**src/rtl/adder_arbiter.sv**
```systemverilog
// Two-requester arbiter sharing one 4-bit two's-complement adder.
// Each operation runs IDLE (arbitrate + capture) -> CALC (add) -> DONE (report).
module adder_arbiter #(
    parameter int unsigned FIXED_PRIO = 0
) (
    input  logic       clk,
    input  logic       reset,
    input  logic       Req0,
    input  logic [3:0] A0,
    input  logic [3:0] B0,
    input  logic       Req1,
    input  logic [3:0] A1,
    input  logic [3:0] B1,
    output logic       Gnt0,
    output logic       Gnt1,
    output logic       Done0,
    output logic       Done1,
    output logic [3:0] Sum,
    output logic       OverFlow,
    output logic       Busy
);
    localparam int unsigned W = 4;

    typedef enum logic [1:0] {
        IDLE = 2'd0,
        CALC = 2'd1,
        DONE = 2'd2
    } state_t;

    state_t         r_state;
    logic           r_last;
    logic           r_win;
    logic [W-1:0]   r_op_a;
    logic [W-1:0]   r_op_b;

    logic           w_any_req;
    logic           w_pick1;
    logic [W-1:0]   w_sel_a;
    logic [W-1:0]   w_sel_b;
    logic [W-1:0]   w_sum;
    logic           w_ovf;

    // Requester 1 wins when alone, or on a tie when rotating and 0 was served last
    always_comb begin
        w_any_req = Req0 || Req1;
        w_pick1   = Req1 && (!Req0 || ((FIXED_PRIO == 0) && !r_last));
        w_sel_a   = w_pick1 ? A1 : A0;
        w_sel_b   = w_pick1 ? B1 : B0;
        w_sum     = r_op_a + r_op_b;
        w_ovf     = (r_op_a[W-1] == r_op_b[W-1]) && (w_sum[W-1] != r_op_a[W-1]);
    end

    always_ff @(posedge clk) begin
        if (reset) begin
            r_state  <= IDLE;
            r_last   <= 1'b1;
            r_win    <= 1'b0;
            r_op_a   <= '0;
            r_op_b   <= '0;
            Gnt0     <= 1'b0;
            Gnt1     <= 1'b0;
            Done0    <= 1'b0;
            Done1    <= 1'b0;
            Sum      <= '0;
            OverFlow <= 1'b0;
            Busy     <= 1'b0;
        end else begin
            case (r_state)
                IDLE: begin
                    if (w_any_req) begin
                        r_state <= CALC;
                        r_win   <= w_pick1;
                        r_last  <= w_pick1;
                        r_op_a  <= w_sel_a;
                        r_op_b  <= w_sel_b;
                        Gnt0    <= !w_pick1;
                        Gnt1    <= w_pick1;
                        Busy    <= 1'b1;
                    end
                end
                CALC: begin
                    r_state  <= DONE;
                    Sum      <= w_sum;
                    OverFlow <= w_ovf;
                    Done0    <= !r_win;
                    Done1    <= r_win;
                end
                DONE: begin
                    r_state <= IDLE;
                    Gnt0    <= 1'b0;
                    Gnt1    <= 1'b0;
                    Done0   <= 1'b0;
                    Done1   <= 1'b0;
                    Busy    <= 1'b0;
                end
                default: begin
                    r_state <= IDLE;
                    Gnt0    <= 1'b0;
                    Gnt1    <= 1'b0;
                    Done0   <= 1'b0;
                    Done1   <= 1'b0;
                    Busy    <= 1'b0;
                end
            endcase
        end
    end
endmodule

```
**config.mk**
```make
export PLATFORM = sky130hd
export DESIGN_NAME = adder_arbiter
export DESIGN_NICKNAME = d
export VERILOG_FILES = /design/src/rtl/adder_arbiter.sv
export SDC_FILE = /design/constraint.sdc
export NUM_CORES = 1
export LEC_CHECK = 0
export BUFFER_PORTS_ARGS = -buffer_cell sky130_fd_sc_hd__buf_2
export CAP_MARGIN = 20
export CORE_ASPECT_RATIO = 0.7
export CORE_MARGIN = 2
export CORE_UTILIZATION = 53
export CTS_CLUSTER_SIZE = 30
export DETAILED_ROUTE_END_ITERATION = 10
export GPL_TIMING_DRIVEN = 0
export PLACE_DENSITY = 0.84
export SLEW_MARGIN = 25
export SYNTH_ARGS = -nofsm -noshare
export SYNTH_HDL_FRONTEND = slang
export SYNTH_SLANG_ARGS = --single-unit
```
**constraint.sdc**
```tcl
create_clock -name clk -period 4.6 [get_ports clk]
set_clock_uncertainty 0.2 [all_clocks]
set_input_delay 1.15 -clock clk [delete_from_list [all_inputs] [get_ports clk]]
set_output_delay 1.15 -clock clk [all_outputs]
set_load 0.005 [all_outputs]
```
==> flow_summary.ini <==
[sta]
grt_setup_unrepaired = false
worst_pin_slew_ps = 582.9
period_minus_slack_ps = 2164
min_period_over_period_pct = 47.05
relSlewSlack_pct = 60.99
fin_setup_tns_ps = 0
final_hold_viol_count = 0
clock.fmax_ghz = 0.4621
setup_violations = 0
report.final.slew_viol_count = 0

[setup_path]
critical_path.startpoint_type = flip-flop
cp.required_ps = 3250
crit_buf_inv = 1
slowest_stage = dfxtp_1
worstSetupPathType = reg -> out
critPathTopFamily = flip-flops
worstPathMaxFanout = 2
cpPeakStageDelay_ps = 370
end_kind = primary output
cp_data_arrival_time_ps = 810
cp_cell_sequence = buf_2

[clocking]
ctsResizeCount = 0
worstSkewPairLatency_ps = 320
cts_buffers = 3
cts_root_buffer = clkbuf_4
clock-sinks = 22
cts_max_level = 1
ctsHoldBuffers = 0
cts.path.max_buffers = 2
cts_setup_buffers = 0
clk_pin_slew_ps = 130
cts_tree = yes

[layout]
register_area_um2 = 440.4
fin_nets = 176
utilization_pct = 67.88
drive_gt1_share_pct = 26.49
diodes = 0
multi_input_area_um2 = 533.0
fillCellCount = 155
area_growth_pct = 21.79

[yosys]
synth_nets = 142
synth_largest_area_cell = dfxtp_1
ys_warn_count = 0
synthesis.area_um2 = 1033
yosysMostFrequentCell = dfxtp_1
synth_seq_area_share_pct = 42.62
ys.flop_type = dfxtp_1
synthTopCellsByArea = dfxtp_1 43%, nand3_1 8.7%, a31oi_1 4.8%, ha_1 3.6%, nor3b_4 3.6%
yosys-top-cells-count = 22 x dfxtp_1, 18 x nand3_1, 8 x a31oi_1, 8 x nor2_1
syn_inst = 118
async_flop_share_pct = 0
yosysTopAreaCellShare_pct = 42.62
post_synth.cell_area_avg_um2 = 8.758
synth_edf_count = 0
synth_seq_cells = 22
ys_types = 33

[routing]
vias_per_cell = 5.711
drt_iter0_drc = 19
wl_per_cell_um = 13.42
drt_drc_violations_left = 0
antenna_left = 0
drt-pass1-iter-count = 4
totalWireLength_mm = 2.321
vias = 988

[global_route]
antenna_found_initial = 0
grt-ovfl-total = 0
groute.usage.overall_pct = 22.43
grt_pass1_wl_mm = 3.726
grt_max_degree = 14
grt_pass1_vias = 843

[power]
power_leakage_nw = 0.5244
power.density_nw_per_um2 = 360.6
vdd_drop_max_mv = 0.2626

[die]
num_io_pins = 30
start_util_pct = 55.74
core_area_um2 = 1854
placementRows = 13
fp.dieH_um = 40.95
dieArea_um2 = 2325
die_w_um = 56.78

[hold_path]
hold_class = reg -> reg

[job]
cap_violations = 0

[run_status]
status = finished clean

[placed_design]
numPortBuffers = 29
finalWeightedCongestion = 0.8221
detailed_place_hpwl_mm = 1.694
## final timing paths
| path | startpoint | to | slack, ps | cells after the start |
|---|---|---|---|---|
| setup / recovery | Done1 | Done1 | 2440 | 1 |
| setup reg to reg | r_op_a[2] | OverFlow | 2970 | 4 |
| hold / removal | Sum[2] | Sum[2] | 260 | 2 |
| hold reg to reg | Sum[2] | Sum[2] | 260 | 2 |
## state kept, by name (all words and copies together) (netlist names)
register and cells:
Done1 1, Done0 1, r_win 1, r_op_a 4, Gnt0 1, Sum 4
OverFlow 1, r_state 2, r_op_b 4, r_last 1, Busy 1, Gnt1 1
## cell type report
cell class	instances	share of cell area [%]
multi-input combinational	84	42.35
sequential	22	34.99
timing repair buffer	29	11.53
buffer	8	3.579
clock inverter	1	2.386
tap	22	2.187
clock buffer	3	1.789
inverter	4	1.193
## stage by stage
stage | hold slack, ps | total power, mW | worst slack (ps) | instance area [um2] | std cells
global placement | 238.3 | 0.3030 | 2254 | 1206 | 169
floorplan | 243.0 | 0.2771 | 2592 | 1033 | 118
global route | 286.7 | 0.4753 | 2405 | 1259 | 173
detailed placement | 243.6 | 0.3066 | 2226 | 1206 | 169
CTS | 261.5 | 0.4568 | 2425 | 1259 | 173
finish | 255.5 | 0.4539 | 2436 | 1259 | 173
## where the power goes
part           internal (mW)  switching (mW)
clock                 0.0882          0.0624
sequential             0.207          0.0102
combinational         0.0392          0.0468
total                  0.334           0.119
## cells in the final DEF (no fill, tap or decap), types with 4 or more instances in the layout
cell type,n
o21ai_0,6
nand3_1,18
nand2b_1,4
buf_2,32
nor2_1,8
a31oi_1,8
nor3_1,4
nand2_1,6
inv_1,4
a21oi_1,4
dfxtp_1,22
## logic make-up (layout without fill, tap and decap cells)
family                   after synthesis  in the layout  share of synthesized area, %
AND/OR/NAND/NOR                       46             46                         24.34
AO/OA/AOI/OAI                         31             31                         19.01
flip-flops                            22             22                         42.61
buffers and inverters                 12             45                         5.810
adder cells (fa/ha/maj)                4              4                         5.569
XOR/XNOR                               2              2                         1.695
multiplexers                           1              1                        0.9686
## routing by layer
metal  routed length (um)  up-vias  global-route usage [%]
li1                     -      495                       -
met2                 1072       31                   38.66
met4                   38        0                   10.47
met1                 1066      457                   27.05
met3                  144        5                   6.625
met5                    0        -                       0
Power figures use the tool's default switching activity.
